==> config.mk <==
export PLATFORM = sky130hd
export DESIGN_NAME = i2s_capture_ctrl_flat
export DESIGN_NICKNAME = d
export VERILOG_FILES = /design/src/rtl/i2s_capture_ctrl_if.sv /design/src/rtl/i2s_capture_ctrl.sv /design/src/flat_wrapper.sv
export SDC_FILE = /design/constraint.sdc
export NUM_CORES = 1
export LEC_CHECK = 0
export CAP_MARGIN = 20
export CORE_AREA = 2 2 81 83
export CTS_CLUSTER_SIZE = 25
export DETAILED_ROUTE_END_ITERATION = 10
export DIE_AREA = 0 0 83 85
export HOLD_SLACK_MARGIN = 0.15
export PLACE_DENSITY = 0.95
export SYNTH_ARGS = -nofsm -noshare
export SYNTH_HDL_FRONTEND = slang
export SYNTH_SLANG_ARGS = --single-unit
==> constraint.sdc <==
create_clock -name clk -period 4 [get_ports clk]
set_clock_uncertainty 0.15 [all_clocks]
set_input_delay 1.2 -clock clk [delete_from_list [all_inputs] [get_ports clk]]
set_output_delay 1.2 -clock clk [all_outputs]
set_load 0.02 [all_outputs]
==> src/rtl/i2s_capture_ctrl_if.sv <==
// Bus bundle between the capture sequencer, the I2S receiver, the frame RAM and the spectrum engine.
// Optional decim_i exists only when CAPTURE_DECIMATION_EN is defined.
interface i2s_capture_ctrl_if #(
    parameter int unsigned DATA_BITS  = 16,
    parameter int unsigned FRAME_LEN  = 256
`ifdef CAPTURE_DECIMATION_EN
    , parameter int unsigned DECIM_BITS = 4
`endif
);
    localparam int unsigned IDX_BITS = $clog2(FRAME_LEN);

    logic                 start_i;
    logic                 stop_i;
    logic                 continuous_i;
    logic [1:0]           ch_sel_i;
    logic                 i2s_get_o;
    logic                 i2s_done_i;
    logic [DATA_BITS-1:0] i2s_sample_data_L_i;
    logic [DATA_BITS-1:0] i2s_sample_data_R_i;
    logic                 buf_we_o;
    logic [IDX_BITS:0]    buf_addr_o;
    logic [DATA_BITS-1:0] buf_data_o;
    logic                 frame_valid_o;
    logic                 frame_bank_o;
    logic                 frame_ack_i;
    logic                 busy_o;
    logic                 overrun_o;
`ifdef CAPTURE_DECIMATION_EN
    logic [DECIM_BITS-1:0] decim_i;
`endif

    // Host / receiver / consumer side
    modport master (
`ifdef CAPTURE_DECIMATION_EN
        output decim_i,
`endif
        output start_i, stop_i, continuous_i, ch_sel_i, i2s_done_i,
               i2s_sample_data_L_i, i2s_sample_data_R_i, frame_ack_i,
        input  i2s_get_o, buf_we_o, buf_addr_o, buf_data_o,
               frame_valid_o, frame_bank_o, busy_o, overrun_o
    );

    // Capture sequencer side
    modport slave (
`ifdef CAPTURE_DECIMATION_EN
        input  decim_i,
`endif
        input  start_i, stop_i, continuous_i, ch_sel_i, i2s_done_i,
               i2s_sample_data_L_i, i2s_sample_data_R_i, frame_ack_i,
        output i2s_get_o, buf_we_o, buf_addr_o, buf_data_o,
               frame_valid_o, frame_bank_o, busy_o, overrun_o
    );
endinterface

==> src/rtl/i2s_capture_ctrl.sv <==
// I2S capture sequencer: writes FRAME_LEN-sample frames into a ping-pong RAM and hands banks off via valid/ack.
// Define CAPTURE_DECIMATION_EN to add decim_i sample decimation.
module i2s_capture_ctrl #(
    parameter int unsigned DATA_BITS  = 16,
    parameter int unsigned FRAME_LEN  = 256
`ifdef CAPTURE_DECIMATION_EN
    , parameter int unsigned DECIM_BITS = 4
`endif
) (
    input logic               clk,
    input logic               rst_n,
    i2s_capture_ctrl_if.slave bus
);
    localparam int unsigned IDX_BITS = $clog2(FRAME_LEN);
    localparam logic [1:0] IDLE    = 2'd0;
    localparam logic [1:0] CAPTURE = 2'd1;
    localparam logic [1:0] STALL   = 2'd2;
    localparam logic [1:0] DRAIN   = 2'd3;
    localparam logic [IDX_BITS-1:0] LAST_IDX = IDX_BITS'(FRAME_LEN - 1);

    logic [1:0]           r_state, w_state_nxt;
    logic                 r_wr_bank, w_wr_bank_nxt;
    logic                 r_rd_bank, w_rd_bank_nxt;
    logic [IDX_BITS-1:0]  r_wr_idx, w_wr_idx_nxt;
    logic [1:0]           r_bank_full, w_bank_full_nxt;
    logic                 r_cont, w_cont_nxt;
    logic [1:0]           r_ch_sel, w_ch_sel_nxt;
    logic                 r_overrun, w_overrun_nxt;
    logic                 r_we, w_we_nxt;
    logic [IDX_BITS:0]    r_addr, w_addr_nxt;
    logic [DATA_BITS-1:0] r_data, w_data_nxt;
    logic                 r_get, r_valid, r_fbank, r_busy;
    logic [DATA_BITS:0]   w_sum;
    logic [DATA_BITS-1:0] w_sample;
    logic                 w_ack_ok;
    logic                 w_take;

`ifdef CAPTURE_DECIMATION_EN
    logic [DECIM_BITS-1:0] r_decim, w_decim_nxt;
    logic [DECIM_BITS-1:0] r_skip, w_skip_nxt;
    assign w_take = (r_skip == '0);
`else
    assign w_take = 1'b1;
`endif

    assign w_ack_ok = bus.frame_ack_i && r_bank_full[r_rd_bank];

    // Channel select; the mix is a sign-extended sum halved by arithmetic shift
    always_comb begin
        w_sum = {bus.i2s_sample_data_L_i[DATA_BITS-1], bus.i2s_sample_data_L_i}
              + {bus.i2s_sample_data_R_i[DATA_BITS-1], bus.i2s_sample_data_R_i};
        case (r_ch_sel)
            2'b01:   w_sample = bus.i2s_sample_data_R_i;
            2'b10:   w_sample = DATA_BITS'(w_sum >> 1);
            default: w_sample = bus.i2s_sample_data_L_i;
        endcase
    end

    // Next-state and datapath; ack is applied before frame completion so both land together
    always_comb begin
        w_state_nxt     = r_state;
        w_wr_bank_nxt   = r_wr_bank;
        w_rd_bank_nxt   = r_rd_bank;
        w_wr_idx_nxt    = r_wr_idx;
        w_bank_full_nxt = r_bank_full;
        w_cont_nxt      = r_cont;
        w_ch_sel_nxt    = r_ch_sel;
        w_overrun_nxt   = r_overrun;
        w_we_nxt        = 1'b0;
        w_addr_nxt      = r_addr;
        w_data_nxt      = r_data;
`ifdef CAPTURE_DECIMATION_EN
        w_decim_nxt     = r_decim;
        w_skip_nxt      = r_skip;
`endif

        if (w_ack_ok) begin
            w_bank_full_nxt[r_rd_bank] = 1'b0;
            w_rd_bank_nxt              = ~r_rd_bank;
        end

        case (r_state)
            IDLE: begin
                if (bus.start_i && !bus.stop_i) begin
                    w_cont_nxt    = bus.continuous_i;
                    w_ch_sel_nxt  = bus.ch_sel_i;
                    w_overrun_nxt = 1'b0;
                    w_state_nxt   = CAPTURE;
`ifdef CAPTURE_DECIMATION_EN
                    w_decim_nxt   = bus.decim_i;
                    w_skip_nxt    = '0;
`endif
                end
            end
            CAPTURE, STALL: begin
                if (bus.stop_i) begin
                    w_wr_idx_nxt = '0;
                    w_state_nxt  = (|w_bank_full_nxt) ? DRAIN : IDLE;
`ifdef CAPTURE_DECIMATION_EN
                    w_skip_nxt   = '0;
`endif
                end else begin
                    if (bus.i2s_done_i) begin
`ifdef CAPTURE_DECIMATION_EN
                        w_skip_nxt = (r_skip == r_decim) ? '0 : r_skip + DECIM_BITS'(1);
`endif
                        if (r_state == CAPTURE && w_take) begin
                            w_we_nxt   = 1'b1;
                            w_addr_nxt = {r_wr_bank, r_wr_idx};
                            w_data_nxt = w_sample;
                            if (r_wr_idx == LAST_IDX) begin
                                w_bank_full_nxt[r_wr_bank] = 1'b1;
                                w_wr_idx_nxt               = '0;
                                w_wr_bank_nxt              = ~r_wr_bank;
                                if (!r_cont) begin
                                    w_state_nxt = DRAIN;
                                end else if (w_bank_full_nxt[~r_wr_bank]) begin
                                    w_state_nxt = STALL;
                                end
                            end else begin
                                w_wr_idx_nxt = r_wr_idx + IDX_BITS'(1);
                            end
                        end else if (r_state == STALL && w_take) begin
                            w_overrun_nxt = 1'b1;
                        end
                    end
                    if (r_state == STALL && !w_bank_full_nxt[r_wr_bank]) begin
                        w_state_nxt  = CAPTURE;
                        w_wr_idx_nxt = '0;
`ifdef CAPTURE_DECIMATION_EN
                        w_skip_nxt   = '0;
`endif
                    end
                end
            end
            default: begin
                if (w_bank_full_nxt == 2'b00) begin
                    w_state_nxt = IDLE;
                end
            end
        endcase
    end

    always_ff @(posedge clk) begin
        if (!rst_n) begin
            r_state     <= IDLE;
            r_wr_bank   <= 1'b0;
            r_rd_bank   <= 1'b0;
            r_wr_idx    <= '0;
            r_bank_full <= 2'b00;
            r_cont      <= 1'b0;
            r_ch_sel    <= 2'b00;
            r_overrun   <= 1'b0;
            r_we        <= 1'b0;
            r_addr      <= '0;
            r_data      <= '0;
            r_get       <= 1'b0;
            r_valid     <= 1'b0;
            r_fbank     <= 1'b0;
            r_busy      <= 1'b0;
`ifdef CAPTURE_DECIMATION_EN
            r_decim     <= '0;
            r_skip      <= '0;
`endif
        end else begin
            r_state     <= w_state_nxt;
            r_wr_bank   <= w_wr_bank_nxt;
            r_rd_bank   <= w_rd_bank_nxt;
            r_wr_idx    <= w_wr_idx_nxt;
            r_bank_full <= w_bank_full_nxt;
            r_cont      <= w_cont_nxt;
            r_ch_sel    <= w_ch_sel_nxt;
            r_overrun   <= w_overrun_nxt;
            r_we        <= w_we_nxt;
            r_addr      <= w_addr_nxt;
            r_data      <= w_data_nxt;
            r_get       <= (w_state_nxt == CAPTURE) || (w_state_nxt == STALL);
            r_valid     <= w_bank_full_nxt[w_rd_bank_nxt];
            r_fbank     <= w_rd_bank_nxt;
            r_busy      <= (w_state_nxt != IDLE);
`ifdef CAPTURE_DECIMATION_EN
            r_decim     <= w_decim_nxt;
            r_skip      <= w_skip_nxt;
`endif
        end
    end

    assign bus.i2s_get_o     = r_get;
    assign bus.buf_we_o      = r_we;
    assign bus.buf_addr_o    = r_addr;
    assign bus.buf_data_o    = r_data;
    assign bus.frame_valid_o = r_valid;
    assign bus.frame_bank_o  = r_fbank;
    assign bus.busy_o        = r_busy;
    assign bus.overrun_o     = r_overrun;
endmodule

==> src/flat_wrapper.sv <==
// flat-port wrapper written by rule: the top's interface ports become plain ports
module i2s_capture_ctrl_flat 
#(
    parameter int unsigned DATA_BITS  = 16,
    parameter int unsigned FRAME_LEN  = 256

)
  (clk, rst_n, bus_start_i, bus_stop_i, bus_continuous_i, bus_ch_sel_i, bus_i2s_done_i, bus_i2s_sample_data_L_i, bus_i2s_sample_data_R_i, bus_frame_ack_i, bus_i2s_get_o, bus_buf_we_o, bus_buf_addr_o, bus_buf_data_o, bus_frame_valid_o, bus_frame_bank_o, bus_busy_o, bus_overrun_o);
  i2s_capture_ctrl_if #(.DATA_BITS(DATA_BITS), .FRAME_LEN(FRAME_LEN)) bus_i ();
  input logic clk;
  input logic rst_n;
  input wire logic [$bits(bus_i.start_i)-1:0] bus_start_i;
  input wire logic [$bits(bus_i.stop_i)-1:0] bus_stop_i;
  input wire logic [$bits(bus_i.continuous_i)-1:0] bus_continuous_i;
  input wire logic [$bits(bus_i.ch_sel_i)-1:0] bus_ch_sel_i;
  input wire logic [$bits(bus_i.i2s_done_i)-1:0] bus_i2s_done_i;
  input wire logic [$bits(bus_i.i2s_sample_data_L_i)-1:0] bus_i2s_sample_data_L_i;
  input wire logic [$bits(bus_i.i2s_sample_data_R_i)-1:0] bus_i2s_sample_data_R_i;
  input wire logic [$bits(bus_i.frame_ack_i)-1:0] bus_frame_ack_i;
  output wire logic [$bits(bus_i.i2s_get_o)-1:0] bus_i2s_get_o;
  output wire logic [$bits(bus_i.buf_we_o)-1:0] bus_buf_we_o;
  output wire logic [$bits(bus_i.buf_addr_o)-1:0] bus_buf_addr_o;
  output wire logic [$bits(bus_i.buf_data_o)-1:0] bus_buf_data_o;
  output wire logic [$bits(bus_i.frame_valid_o)-1:0] bus_frame_valid_o;
  output wire logic [$bits(bus_i.frame_bank_o)-1:0] bus_frame_bank_o;
  output wire logic [$bits(bus_i.busy_o)-1:0] bus_busy_o;
  output wire logic [$bits(bus_i.overrun_o)-1:0] bus_overrun_o;
  assign bus_i.start_i = bus_start_i;
  assign bus_i.stop_i = bus_stop_i;
  assign bus_i.continuous_i = bus_continuous_i;
  assign bus_i.ch_sel_i = bus_ch_sel_i;
  assign bus_i.i2s_done_i = bus_i2s_done_i;
  assign bus_i.i2s_sample_data_L_i = bus_i2s_sample_data_L_i;
  assign bus_i.i2s_sample_data_R_i = bus_i2s_sample_data_R_i;
  assign bus_i.frame_ack_i = bus_frame_ack_i;
  assign bus_i2s_get_o = bus_i.i2s_get_o;
  assign bus_buf_we_o = bus_i.buf_we_o;
  assign bus_buf_addr_o = bus_i.buf_addr_o;
  assign bus_buf_data_o = bus_i.buf_data_o;
  assign bus_frame_valid_o = bus_i.frame_valid_o;
  assign bus_frame_bank_o = bus_i.frame_bank_o;
  assign bus_busy_o = bus_i.busy_o;
  assign bus_overrun_o = bus_i.overrun_o;
  i2s_capture_ctrl #(.DATA_BITS(DATA_BITS), .FRAME_LEN(FRAME_LEN)) u_core (.clk(clk), .rst_n(rst_n), .bus(bus_i));
endmodule
==> results.yml <==
die:
  start_util_pct: 54.1
  placementRows: 29
  dieHeight_um: 85
  io_pins: 72
  coreArea_um2: 6200
  die-area_um2: 7060
  die-width_um: 83
cts:
  postCtsResizedCells: 0
  h-tree-depth: 2
  cts_setup_buffers: 0
  cts_tree: "done"
  clock-root-buffer: "clkbuf_8"
  clk_pin_slew_ps: 90
  cts_buffer_depth: 2
  insertion_delay_ps: 300
  postCtsHoldBufs: 0
  cts.sink_count: 47
  numCtsBuffers: 5
sta:
  relSlewSlack_pct: 50.1
  rsz0062_at_grt: "no"
  clock.fmax_ghz: 0.286
  hold_viol: 0
  finalCritPeriodShare_pct: 87.5
  fin_crit_ps: 3500
  whs_ps: 321
  drv_slew: 0
  worst_pin_slew_ps: 748
  setup_violations: 0
  fin_tns_setup_ps: 0
yosys:
  synth_top_area_share_pct: 28.0
  synth_area_um2: 3360
  synth-seq-cells: 47
  synth-main-ff-cell: "dfxtp_1"
  syn_nets: 479
  synth-edff-count: 0
  synthCells: 413
  syn_avg_cell_area_um2: 8.13
  ys_async_sr_fraction_pct: 0
  synthTopCellsByArea: "dfxtp_1, ha_1, nand2_1"
  yosysSeqAreaShare_pct: 28.0
  yosysTopAreaCell: "dfxtp_1"
  synth_warnings: 0
  synthDistinctLibCells: 67
final_layout:
  layout-drive-gt1-share_pct: 6.55
  n_fill_cell: 461
  multi_input_area_um2: 2270
  seq_area_um2: 941
  area_growth_pct: 26.2
  fin_nets: 538
  n_antenna_cell: 0
  final_util_pct: 68.3
place:
  port_buffers: 71
  place.gp.congestion: 0.933
  dpl.hpwl_um: 6600
grt:
  grt.total_usage_pct: 26.4
  met3_usage_pct: 5.16
  grt_use_met2_pct: 46.0
  grt_pass1_wl_um: 15600
  grt_use_met1_pct: 33.2
  antenna_found_initial: 0
  grt_pass1_vias: 3334
  grt_start_max_net_pins: 48
  overflow: 0
  busiest_layer: "met2"
setup_path:
  cp_slowest_stage_delay_ps: 580
  cp.required_ps: 4050
  crit_path_cell_trace: "clkdlybuf4s50_1, nand2_1, or4_4, a41oi_4, o221ai_2, a211oi_2, ha_1, and2_1"
  path_max_fanout: 5
  path_class: "in2reg"
  start_kind: "primary input"
  crit_slowest_cell: "or4_4"
  cp.arrival_ps: 3550
  crit_path_end_kind: "flip-flop"
routing:
  wirelength_um: 9270
  avgRoutedWirePerCell_um: 16.9
  drcViolationCount: 0
  postRouteAntennaNets: 0
  first_iter_violations: 232
  vias: 3488
  vias_per_cell: 6.34
  first_pass_iters: 5
job:
  cap_violations: 0
pwr:
  peakVddDrop_mv: 0.241
  power.leakage_uw: 0.00154
  power_uw: 1250
  power_density_nw_per_um2: 295
hold_path:
  hp-class: "reg2reg"
status:
  outcome: "completed"
cells by family after synthesis:
family | after synthesis | share of synthesized area (%)
simple gates | 144 | 22.1
compound gates | 145 | 32.0
buf+inv | 38 | 4.44
mux | 4 | 1.23
fa+ha+maj | 25 | 9.54
xor+xnor | 10 | 2.61
flops | 47 | 28.0
final timing paths:
check	startpoint	endpoint	slack, ps	cells after the start
worst max-delay path	bus_i2s_done_i	u_core.bus.i2s_get_o	500	8
worst min-delay path	u_core.bus.buf_addr_o[0]	u_core.bus.buf_addr_o[0]	320	2
worst max register to register	u_core.r_wr_idx[0]	u_core.bus.i2s_get_o	1250	8
worst min register to register	u_core.bus.buf_addr_o[0]	u_core.bus.buf_addr_o[0]	320	2
cells in the final DEF, fill, tap and decap left out, types with 2 or more instances in the layout:
cell type | netlist | final
dfxtp_1 | 47 | 47
a31oi_1 | 8 | 8
inv_1 | 15 | 15
xor2_1 | 5 | 5
o21a_1 | 7 | 7
a211oi_2 | 2 | 2
clkbuf_8 | 0 | 5
clkdlybuf4s50_1 | 0 | 71
a21o_1 | 4 | 4
nand3_1 | 14 | 14
o211ai_1 | 12 | 12
a21oi_1 | 27 | 27
nor2_1 | 21 | 20
bufinv_16 | 0 | 2
nor2b_1 | 8 | 8
mux2i_1 | 3 | 3
nand2b_1 | 6 | 6
buf_4 | 1 | 4
nand2_1 | 51 | 51
o41ai_1 | 2 | 2
or2b_1 | 3 | 3
nand4_1 | 3 | 3
ha_1 | 24 | 24
nand3b_1 | 3 | 3
a21boi_0 | 16 | 16
or2_1 | 2 | 2
and2_1 | 9 | 9
nor3_1 | 3 | 3
a221o_1 | 2 | 2
xnor2_1 | 5 | 5
or3_1 | 8 | 8
a32o_1 | 3 | 3
and3_1 | 5 | 5
o21ai_0 | 26 | 26
a221oi_2 | 2 | 2
o31ai_1 | 3 | 3
o221ai_1 | 3 | 3
a221oi_1 | 8 | 8
power by group:
| group | switching (µW) | internal [µW] |
|---|---|---|
| Sequential | 8.50 | 481 |
| Clock | 170 | 250 |
| Combinational | 189 | 150 |
| Total | 367 | 882 |
registers in the layout, summed over array words and instances (netlist names):
signal,flops
u_core.r_rd_bank,1
u_core.r_bank_full,2
u_core.bus.frame_valid_o,1
u_core.bus.i2s_get_o,1
u_core.bus.buf_addr_o,9
u_core.bus.overrun_o,1
u_core.r_ch_sel,2
u_core.r_wr_idx,8
u_core.bus.buf_we_o,1
u_core.r_cont,1
u_core.bus.busy_o,1
u_core.r_state,2
u_core.r_wr_bank,1
u_core.bus.buf_data_o,16
layer usage:
| layer | vias to the layer above | routed length (µm) |
|---|---|---|
| met4 | 0 | 167 |
| met5 | - | 0 |
| met1 | 1638 | 3860 |
| li1 | 1648 | - |
| met3 | 27 | 675 |
| met2 | 175 | 4570 |
cell usage after synthesis (3+ instances only):
master    count
xnor2_1       5
o21a_1        7
or3_1         8
a31oi_1       8
and2_1        9
ha_1         24
a21boi_0     16
dfxtp_1      47
nand3b_1      3
xor2_1        5
and3_1        5
or2b_1        3
nor2_1       21
nand3_1      14
nor2b_1       8
a32o_1        3
nand4_1       3
a21o_1        4
o211ai_1     12
nor3_1        3
a221oi_1      8
nand2b_1      6
o21ai_0      26
clkbuf_1     20
o31ai_1       3
a21oi_1      27
o221ai_1      3
nand2_1      51
inv_1        15
mux2i_1       3
worst max-delay path, delay by kind of cell:
family                   cells  cell delay, ps
AO/OA/AOI/OAI                3             700
adder cells (fa/ha/maj)      1             270
AND/OR/NAND/NOR              3             860
buffers and inverters        1             510
layout make-up:
| type | count | area share [%] |
|---|---|---|
| Clock buffer | 6 | 1.71 |
| Clock inverter | 2 | 1.42 |
| Inverter | 15 | 1.33 |
| Multi-Input combinational cell | 328 | 53.6 |
| Sequential cell | 47 | 22.2 |
| Tap cell | 77 | 2.27 |
| Timing Repair Buffer | 75 | 17.5 |
through the flow:
step / setup WS (ps) / instances / instance area, µm²
5_1_grt: 416 / 550 / 4240
4_1_cts: 513 / 550 / 4240
2_1_floorplan: 905 / 413 / 3360
3_3_place_gp: 341 / 542 / 4100
6_report: 499 / 550 / 4240
3_5_place_dp: 255 / 542 / 4100
Note: power is estimated with default switching activity, not from simulation.
